**src/rtl/mux_rr_arbiter.sv**
```systemverilog
// Round-robin arbiter for four requesters sharing an external NAND 4:1 mux.
// Define MUX_ARB_EARLY_REL_EN to release a grant as soon as its request drops.
module mux_rr_arbiter #(
  parameter int SETTLE = 2,
  parameter int HOLD   = 4
) (
  input  logic       clk,
  input  logic       rst,
  input  logic [3:0] req,
  input  logic       mux_w,
  output logic       s0,
  output logic       s1,
  output logic [3:0] gnt,
  output logic       dout,
  output logic       dout_valid
);

  typedef enum logic [1:0] {
    ST_IDLE,
    ST_SETTLE,
    ST_GRANT
  } state_t;

  state_t     state;
  logic [3:0] cnt;
  logic [1:0] lst;
  logic [1:0] sel;
  logic [1:0] arb_last;
  logic       found;
  logic [1:0] pick;
  logic       grant_end;

  assign s0 = sel[0];
  assign s1 = sel[1];

  // At grant end the current owner becomes lowest priority.
  assign arb_last = (state == ST_GRANT) ? sel : lst;

`ifdef MUX_ARB_EARLY_REL_EN
  assign grant_end = (state == ST_GRANT) &&
                     ((cnt == 4'd1) || !req[sel]);
`else
  assign grant_end = (state == ST_GRANT) && (cnt == 4'd1);
`endif

  // Round-robin search starting just after the last-served index.
  always_comb begin
    logic [1:0] idx;
    found = 1'b0;
    pick  = 2'd0;
    for (int i = 1; i <= 4; i++) begin
      idx = arb_last + 2'(i);
      if (!found && req[idx]) begin
        found = 1'b1;
        pick  = idx;
      end
    end
  end

  // Arbitration FSM with registered select, grant and data sample.
  always_ff @(posedge clk) begin
    if (rst) begin
      state      <= ST_IDLE;
      cnt        <= 4'd0;
      lst        <= 2'd3;
      sel        <= 2'd0;
      gnt        <= 4'd0;
      dout       <= 1'b0;
      dout_valid <= 1'b0;
    end else begin
      dout_valid <= (state == ST_GRANT);
      if (state == ST_GRANT)
        dout <= mux_w;
      unique case (state)
        ST_IDLE: begin
          if (found) begin
            sel   <= pick;
            gnt   <= 4'd1 << pick;
            cnt   <= 4'(SETTLE);
            state <= ST_SETTLE;
          end else begin
            gnt <= 4'd0;
          end
        end
        ST_SETTLE: begin
          if (cnt == 4'd1) begin
            cnt   <= 4'(HOLD);
            state <= ST_GRANT;
          end else begin
            cnt <= cnt - 4'd1;
          end
        end
        ST_GRANT: begin
          if (grant_end) begin
            lst <= sel;
            if (!found) begin
              gnt   <= 4'd0;
              cnt   <= 4'd0;
              state <= ST_IDLE;
            end else if (pick == sel) begin
              cnt <= 4'(HOLD);
            end else begin
              sel   <= pick;
              gnt   <= 4'd1 << pick;
              cnt   <= 4'(SETTLE);
              state <= ST_SETTLE;
            end
          end else begin
            cnt <= cnt - 4'd1;
          end
        end
        default: begin
          gnt   <= 4'd0;
          cnt   <= 4'd0;
          state <= ST_IDLE;
        end
      endcase
    end
  end

endmodule

```
**config.mk**
```make
export PLATFORM = sky130hd
export DESIGN_NAME = mux_rr_arbiter
export DESIGN_NICKNAME = d
export VERILOG_FILES = /design/src/rtl/mux_rr_arbiter.sv
export SDC_FILE = /design/constraint.sdc
export NUM_CORES = 1
export LEC_CHECK = 0
export CAP_MARGIN = 0
export CORE_MARGIN = 2
export CORE_UTILIZATION = 30
export CTS_CLUSTER_SIZE = 8
export DETAILED_ROUTE_END_ITERATION = 16
export PLACE_DENSITY = 0.6
export SLEW_MARGIN = 20
export SYNTH_ARGS = -nofsm -noshare
export SYNTH_HDL_FRONTEND = slang
export SYNTH_SLANG_ARGS = --single-unit
export TNS_END_PERCENT = 100
```
**constraint.sdc**
```tcl
create_clock -name clk -period 4.3 [get_ports clk]
set_clock_uncertainty 0.15 [all_clocks]
set_input_delay 1.075 -clock clk [delete_from_list [all_inputs] [get_ports clk]]
set_output_delay 1.075 -clock clk [all_outputs]
set_load 0.02 [all_outputs]
```
==> results of run 1 <==
==> cells by family after synthesis <==
kind of cell / synth area share
buffers and inverters: 0.06843
adders and majority gates: 0.02207
xor gates and xnor gates: 0.01546
and+or+nand+nor: 0.2483
AOI/OAI and AO/OA: 0.3190
DFF: 0.2826
muxes: 0.04415
==> cell usage after synthesis (all sizes together), types with 3 or more instances <==
cell type / instances / area, um2
dfxtp: 16 / 320.3
a21oi: 13 / 68.82
nor2: 13 / 48.80
nand2: 12 / 45.04
inv: 9 / 33.78
nand2b: 7 / 43.79
clkbuf: 6 / 22.52
mux2i: 5 / 50.05
o21ai: 5 / 25.02
a211oi: 3 / 27.52
buf: 3 / 21.27
nor2b: 3 / 26.27
nor3: 3 / 15.01
o21a: 3 / 22.52
==> power groups by stage <==
stage	clock network, mW	logic [mW]	registers (mW)
finish	0.139	0.111	0.177
floorplan	0	0.0838	0.176
global placement	0	0.108	0.179
detailed placement	0	0.110	0.180
CTS	0.144	0.111	0.177
global route	0.149	0.124	0.179
==> registers in the layout, indices dropped and copies added (netlist names) <==
signal and count:
gnt 4, dout_valid 1, cnt 4, state 2, dout 1, sel 2
lst 2
==> per-stage QoR <==
| step | power (mW) | area (um2) |
|---|---|---|
| 6_report | 0.4265 | 1345 |
| 5_1_grt | 0.4511 | 1345 |
| 4_1_cts | 0.4315 | 1345 |
| 3_5_place_dp | 0.2905 | 1290 |
| 3_3_place_gp | 0.2872 | 1290 |
| 2_1_floorplan | 0.2602 | 1134 |
==> tightest hold or removal path: cells and delay by family, from the launching register on <==
kind | cells | cell delay [ns]
AO/OA/AOI/OAI | 1 | 0.06
AND/OR/NAND/NOR | 1 | 0.06
flip-flops | 1 | 0.31
==> path summary, 6_finish.rpt <==
check | startpoint | end | cells past startpoint
worst max-delay path | req[1] | gnt[2] | 8
worst min-delay path | dout | dout | 2
worst max register to register | state[1] | cnt[2] | 7
worst min register to register | dout | dout | 2
==> cell type report <==
type | count | area share
Sequential cell | 16 | 0.2381
Tap cell | 48 | 0.04465
Multi-Input combinational cell | 107 | 0.5470
Timing Repair Buffer | 14 | 0.1042
Clock buffer | 4 | 0.04093
Inverter | 9 | 0.02512
==> layer usage <==
layer | GRT usage | share of wire | vias up
met5 | 0 | 0 | -
met4 | 0.08854 | 0.024 | 0
met3 | 0.01712 | 0.040 | 5
met2 | 0.2398 | 0.48 | 31
met1 | 0.1647 | 0.45 | 493
li1 | - | - | 537
==> run_summary.xml, run 1 <==
<?xml version="1.0" encoding="UTF-8"?>
<metrics>
  <group name="clock_network">
    <metric name="cts_hold_repair.buffers" unit="">0</metric>
    <metric name="clk_transition_reported_paths" unit="ns">0.07</metric>
    <metric name="post_cts_buffers" unit="">0</metric>
    <metric name="cts_inserted_buffers" unit="">3</metric>
    <metric name="cts_tree" unit="">built</metric>
    <metric name="htree_levels" unit="">1</metric>
    <metric name="cts_sinks" unit="">16</metric>
    <metric name="insertion_delay" unit="ns">0.26</metric>
    <metric name="cts.path.max_buffers" unit="">2</metric>
    <metric name="cts_root_buf" unit="">clkbuf_8</metric>
    <metric name="cts_resized" unit="">0</metric>
  </group>
  <group name="sta">
    <metric name="clock.fmax" unit="MHz">327.3</metric>
    <metric name="relSlewSlack" unit="">0.5775</metric>
    <metric name="timing_hold_violations_final" unit="">0</metric>
    <metric name="tns" unit="ns">0</metric>
    <metric name="rsz0062_at_grt" unit="">no</metric>
    <metric name="max_slew_violation_count" unit="">0</metric>
    <metric name="setup_ws" unit="ns">1.244</metric>
    <metric name="timing.final.crit_period" unit="ns">3.056</metric>
    <metric name="setup_viol" unit="">0</metric>
    <metric name="max_slew.worst_pin.slew" unit="ns">0.6317</metric>
    <metric name="finalHoldWorstSlack" unit="ns">0.3266</metric>
    <metric name="final.period_utilization" unit="">0.7106</metric>
  </group>
  <group name="logic_synthesis">
    <metric name="syn_inst" unit="">141</metric>
    <metric name="netlist_area_pre_place" unit="um2">1134</metric>
    <metric name="mappedNetlistNets" unit="">150</metric>
    <metric name="synth_sequential_area_ratio" unit="">0.2826</metric>
    <metric name="synth.ff_latch_count" unit="">16</metric>
    <metric name="postSynthAreaPerCell" unit="um2">8.040</metric>
    <metric name="async_reset_ff_frac" unit="">0</metric>
    <metric name="synth-warning-count" unit="">0</metric>
    <metric name="ys.flop_type" unit="">dfxtp_1</metric>
    <metric name="ys_types" unit="">53</metric>
    <metric name="edff_count_synth" unit="">0</metric>
  </group>
  <group name="global_route">
    <metric name="pin_count_of_the_biggest_net_entering_global_routing" unit="">19</metric>
    <metric name="grt_antenna_before_repair" unit="">0</metric>
    <metric name="gr-usage-all-layers" unit="">0.1401</metric>
    <metric name="grt-ovfl-total" unit="">0</metric>
    <metric name="first_global_vias" unit="">1060</metric>
    <metric name="first_pass_grt_wire_length" unit="um">4671</metric>
  </group>
  <group name="finish">
    <metric name="instances_no_fill" unit="">198</metric>
    <metric name="finalCoreUtilization" unit="">0.3702</metric>
    <metric name="design.final.nets" unit="">160</metric>
    <metric name="multiInputGateArea" unit="um2">735.7</metric>
    <metric name="area_growth" unit="%">18.65</metric>
    <metric name="mostFrequentLayoutCell" unit="">dfxtp_1</metric>
    <metric name="post_route_cells_drive_above_1_share" unit="">0.09333</metric>
    <metric name="layout.cells.most_common_list" unit="">dfxtp_1 (16), clkdlybuf4s50_1 (14), nor2_1 (13)</metric>
    <metric name="antenna-diode-count" unit="">0</metric>
    <metric name="final-seq-area" unit="um2">320.3</metric>
    <metric name="filler_cell_count" unit="">398</metric>
  </group>
  <group name="worst_setup_path">
    <metric name="critical_path.cell_chain" unit="">clkdlybuf4s50_1 -&gt; inv_1 -&gt; and4_1 -&gt; a311oi_1 -&gt; nand3_1 -&gt; nand4_1 -&gt; nand2_1 -&gt; mux2i_1</metric>
    <metric name="critPathRequiredTime" unit="ns">4.29</metric>
    <metric name="cp_data_arrival_time" unit="ns">3.04</metric>
    <metric name="worst-path-max-fanout" unit="">11</metric>
    <metric name="reg2reg_setup_slack" unit="ns">1.75</metric>
    <metric name="cpLargestDelayFamily" unit="">buffers and inverters</metric>
    <metric name="crit_type" unit="">input pin to register</metric>
    <metric name="timing.critical_path.from_type" unit="">input pin</metric>
    <metric name="worstPathBufferInverterCount" unit="">2</metric>
    <metric name="crit_path_end_kind" unit="">register</metric>
    <metric name="cpMaxStageDelayCell" unit="">clkdlybuf4s50_1</metric>
    <metric name="cp_slowest_stage_delay" unit="ns">0.72</metric>
  </group>
  <group name="pwr">
    <metric name="vdd.ir_drop.worst" unit="V">0.00008089</metric>
    <metric name="comb_power_share" unit="">0.260</metric>
    <metric name="power.share.clock" unit="">0.325</metric>
    <metric name="cellPowerDensity" unit="nW/um2">317.1</metric>
    <metric name="internal_power" unit="mW">0.2925</metric>
    <metric name="p_leak" unit="nW">0.4817</metric>
    <metric name="power_switching_share" unit="">0.3142</metric>
    <metric name="power.sequential.fraction" unit="">0.415</metric>
    <metric name="p_sw" unit="mW">0.1340</metric>
  </group>
  <group name="placed_design">
    <metric name="buffer_ports.inserted" unit="">14</metric>
    <metric name="post-place-ws" unit="ns">0.9963</metric>
    <metric name="place.detailed.instances" unit="">194</metric>
    <metric name="place.detailed.hpwl" unit="um">2053</metric>
    <metric name="finalWeightedCongestion" unit="">0.8651</metric>
  </group>
  <group name="floorplanning">
    <metric name="core_area" unit="um2">3633</metric>
    <metric name="fp.dieH" unit="um">65.47</metric>
    <metric name="die_width" unit="um">65.47</metric>
    <metric name="number_of_i_o_pins" unit="">15</metric>
    <metric name="count_of_standard_cell_rows" unit="">22</metric>
    <metric name="dieArea" unit="um2">4286</metric>
    <metric name="initial_core_util" unit="">0.3120</metric>
  </group>
  <group name="status">
    <metric name="outcome" unit="">finished, final reports clean</metric>
  </group>
  <group name="route">
    <metric name="vias_per_cell" unit="">5.384</metric>
    <metric name="detail_route.drc_violations" unit="">0</metric>
    <metric name="initialDrtViolationCount" unit="">39</metric>
    <metric name="first_pass_iters" unit="">4</metric>
    <metric name="antenna_left" unit="">0</metric>
    <metric name="detailroute.via_count" unit="">1066</metric>
    <metric name="routedWlPerCell" unit="um">13.72</metric>
    <metric name="wirelength" unit="um">2717</metric>
  </group>
  <group name="run">
    <metric name="max_cap_violations" unit="">0</metric>
  </group>
  <group name="hold_path">
    <metric name="hold_path.class" unit="">register to register</metric>
  </group>
</metrics>
(Power assumes the default switching activity.)
==> run 2: changes to the inputs <==
==> constraint.sdc (replaced) <==
create_clock -name clk -period 3 [get_ports clk]
set_clock_uncertainty 0.15 [all_clocks]
set_input_delay 0.75 -clock clk [delete_from_list [all_inputs] [get_ports clk]]
set_output_delay 0.75 -clock clk [all_outputs]
set_load 0.02 [all_outputs]
==> run_summary.xml, run 2 (same netlist as run 1, synthesis figures left out) <==
<?xml version="1.0" encoding="UTF-8"?>
<metrics>
  <group name="global_route">
    <metric name="gr-usage-all-layers" unit="">0.1404</metric>
    <metric name="pin_count_of_the_biggest_net_entering_global_routing" unit="">14</metric>
    <metric name="global_route.usage.met3" unit="">0.02397</metric>
    <metric name="first_pass_grt_wire_length" unit="um">4705</metric>
    <metric name="globalRouteMet1Util" unit="">0.1752</metric>
    <metric name="grt_antenna_before_repair" unit="">0</metric>
    <metric name="grt-ovfl-total" unit="">0</metric>
    <metric name="first_global_vias" unit="">1049</metric>
    <metric name="most_utilized_layer_in_the_global_route_result" unit="">met2</metric>
    <metric name="global_route.usage.met2" unit="">0.2321</metric>
  </group>
  <group name="hold_path">
    <metric name="min_delay_path_depth" unit="">2</metric>
    <metric name="hold_path.class" unit="">register to register</metric>
    <metric name="whs_endpoint" unit="">dout</metric>
    <metric name="hold_start" unit="">dout</metric>
  </group>
  <group name="pwr">
    <metric name="p_leak" unit="nW">0.5117</metric>
    <metric name="vdd.ir_drop.worst" unit="V">0.0001820</metric>
    <metric name="power.total" unit="mW">0.6137</metric>
    <metric name="cellPowerDensity" unit="nW/um2">441.5</metric>
  </group>
  <group name="worst_setup_path">
    <metric name="cp_slowest_stage_delay" unit="ns">0.46</metric>
    <metric name="critPathRequiredTime" unit="ns">2.98</metric>
    <metric name="timing.critical_path.from_type" unit="">input pin</metric>
    <metric name="reg2reg_setup_slack" unit="ns">0.64</metric>
    <metric name="critical_path.cell_chain" unit="">clkdlybuf4s50_1 -&gt; or2_2 -&gt; and4_1 -&gt; a311oi_1 -&gt; nand3_1 -&gt; nand4_1 -&gt; nand2_1 -&gt; mux2i_1</metric>
    <metric name="cpMaxStageDelayCell" unit="">clkdlybuf4s50_1</metric>
    <metric name="critical_path.reg2reg.endpoint" unit="">gnt[0]</metric>
    <metric name="crit_type" unit="">input pin to register</metric>
    <metric name="r2r_start" unit="">state[1]</metric>
    <metric name="r2r.worst_path.cells" unit="">7</metric>
    <metric name="crit_path_end_kind" unit="">register</metric>
    <metric name="cp_data_arrival_time" unit="ns">2.67</metric>
    <metric name="worst-path-max-fanout" unit="">8</metric>
  </group>
  <group name="clock_network">
    <metric name="cts_inserted_buffers" unit="">3</metric>
    <metric name="cts_root_buf" unit="">clkbuf_8</metric>
    <metric name="htree_levels" unit="">1</metric>
    <metric name="cts_resized" unit="">0</metric>
    <metric name="cts.path.max_buffers" unit="">2</metric>
    <metric name="post_cts_buffers" unit="">0</metric>
    <metric name="clk_transition_reported_paths" unit="ns">0.07</metric>
    <metric name="cts_tree" unit="">built</metric>
    <metric name="cts_hold_repair.buffers" unit="">0</metric>
    <metric name="insertion_delay" unit="ns">0.25</metric>
    <metric name="cts_sinks" unit="">16</metric>
  </group>
  <group name="sta">
    <metric name="max_slew.worst_pin.slew" unit="ns">0.5353</metric>
    <metric name="tns" unit="ns">0</metric>
    <metric name="max_slew_violation_count" unit="">0</metric>
    <metric name="timing.final.crit_period" unit="ns">2.681</metric>
    <metric name="relSlewSlack" unit="">0.6410</metric>
    <metric name="final.period_utilization" unit="">0.8938</metric>
    <metric name="rsz0062_at_grt" unit="">no</metric>
    <metric name="setup_viol" unit="">0</metric>
    <metric name="setup_ws" unit="ns">0.3187</metric>
    <metric name="clock.fmax" unit="MHz">372.9</metric>
    <metric name="timing_hold_violations_final" unit="">0</metric>
  </group>
  <group name="finish">
    <metric name="post_route_cells_drive_above_1_share" unit="">0.1282</metric>
    <metric name="largest_registers" unit="">cnt (4), gnt (4)</metric>
    <metric name="antenna-diode-count" unit="">0</metric>
    <metric name="mostFrequentLayoutCell" unit="">dfxtp_1</metric>
    <metric name="instances_no_fill" unit="">204</metric>
    <metric name="multiInputGateArea" unit="um2">735.7</metric>
    <metric name="area_growth" unit="%">22.63</metric>
    <metric name="finalInstanceArea" unit="um2">1390</metric>
    <metric name="filler_cell_count" unit="">382</metric>
    <metric name="design.final.nets" unit="">166</metric>
    <metric name="final-seq-area" unit="um2">320.3</metric>
    <metric name="layout.cells.most_common_list" unit="">dfxtp_1 (16), clkdlybuf4s50_1 (14), nor2_1 (13)</metric>
  </group>
  <group name="status">
    <metric name="outcome" unit="">finished, final reports clean</metric>
  </group>
  <group name="route">
    <metric name="vias_per_cell" unit="">5.377</metric>
    <metric name="initialDrtViolationCount" unit="">37</metric>
    <metric name="detail_route.drc_violations" unit="">0</metric>
    <metric name="wirelength" unit="um">2683</metric>
    <metric name="antenna_left" unit="">0</metric>
    <metric name="first_pass_iters" unit="">4</metric>
    <metric name="detailroute.via_count" unit="">1097</metric>
    <metric name="routedWlPerCell" unit="um">13.15</metric>
  </group>
  <group name="floorplanning">
    <metric name="dieArea" unit="um2">4286</metric>
    <metric name="core_area" unit="um2">3633</metric>
    <metric name="count_of_standard_cell_rows" unit="">22</metric>
    <metric name="initial_core_util" unit="">0.3120</metric>
    <metric name="die_width" unit="um">65.47</metric>
    <metric name="fp.dieH" unit="um">65.47</metric>
    <metric name="number_of_i_o_pins" unit="">15</metric>
  </group>
  <group name="placed_design">
    <metric name="place.detailed.hpwl" unit="um">2106</metric>
    <metric name="buffer_ports.inserted" unit="">14</metric>
    <metric name="post-place-ws" unit="ns">0.06708</metric>
    <metric name="finalWeightedCongestion" unit="">0.8180</metric>
    <metric name="place.detailed.instances" unit="">200</metric>
    <metric name="placed_area" unit="um2">1335</metric>
  </group>
  <group name="run">
    <metric name="max_cap_violations" unit="">0</metric>
  </group>
</metrics>
## run 2: layer usage
metal	vias to the layer above	wire length, um
met5	-	0
met4	0	69
met3	8	106
met2	26	1293
met1	517	1214
li1	546	-
## run 2: metrics by stage
stage	utilization	hold slack [ns]
finish	0.3826	0.3153
global route	0.3826	0.3530
CTS	0.3826	0.3195
detailed placement	0.3674	0.3099
global placement	0.3674	0.2918
floorplan	-	0.3192
## run 2: worst max path at each step
stage / endpoint / cells after the start / start / slack (ns)
after floorplan: gnt[0] / 8 / req[2] / 0.61
final: gnt[0] / 8 / req[2] / 0.32
after global placement: gnt[2] / 8 / req[2] / 0.13
after global routing: gnt[0] / 8 / req[2] / 0.13
after detailed placement: gnt[0] / 8 / req[2] / 0.07
after CTS: gnt[0] / 8 / req[2] / 0.32
## run 2: power breakdown
part           internal, mW  switching [mW]
Clock                 0.117          0.0790
Combinational        0.0793          0.0913
Sequential            0.229          0.0189
## run 2: cell type report
class | instances | area share
multi-input cells | 107 | 0.5293
flip-flops and latches | 16 | 0.2304
repair buffers | 20 | 0.1332
well taps | 48 | 0.04320
clock buffers | 4 | 0.03960
inverters | 9 | 0.02430
## run 2: worst max-delay path, delay by kind of cell
kind	cells	cell delay [ns]
simple gates	5	1.04
buf+inv	1	0.46
compound gates	1	0.24
mux	1	0.16
==> run 3: changes to the inputs <==
--- a/config.mk
+++ b/config.mk
@@ -10,6 +10,7 @@
 export CORE_UTILIZATION = 30
 export CTS_CLUSTER_SIZE = 8
 export DETAILED_ROUTE_END_ITERATION = 16
+export HOLD_SLACK_MARGIN = 0.02
 export PLACE_DENSITY = 0.6
 export SLEW_MARGIN = 20
 export SYNTH_ARGS = -nofsm -noshare
==> results of run 3 <==
No change in the layout: final DEF, timing and power equal those of run 2.
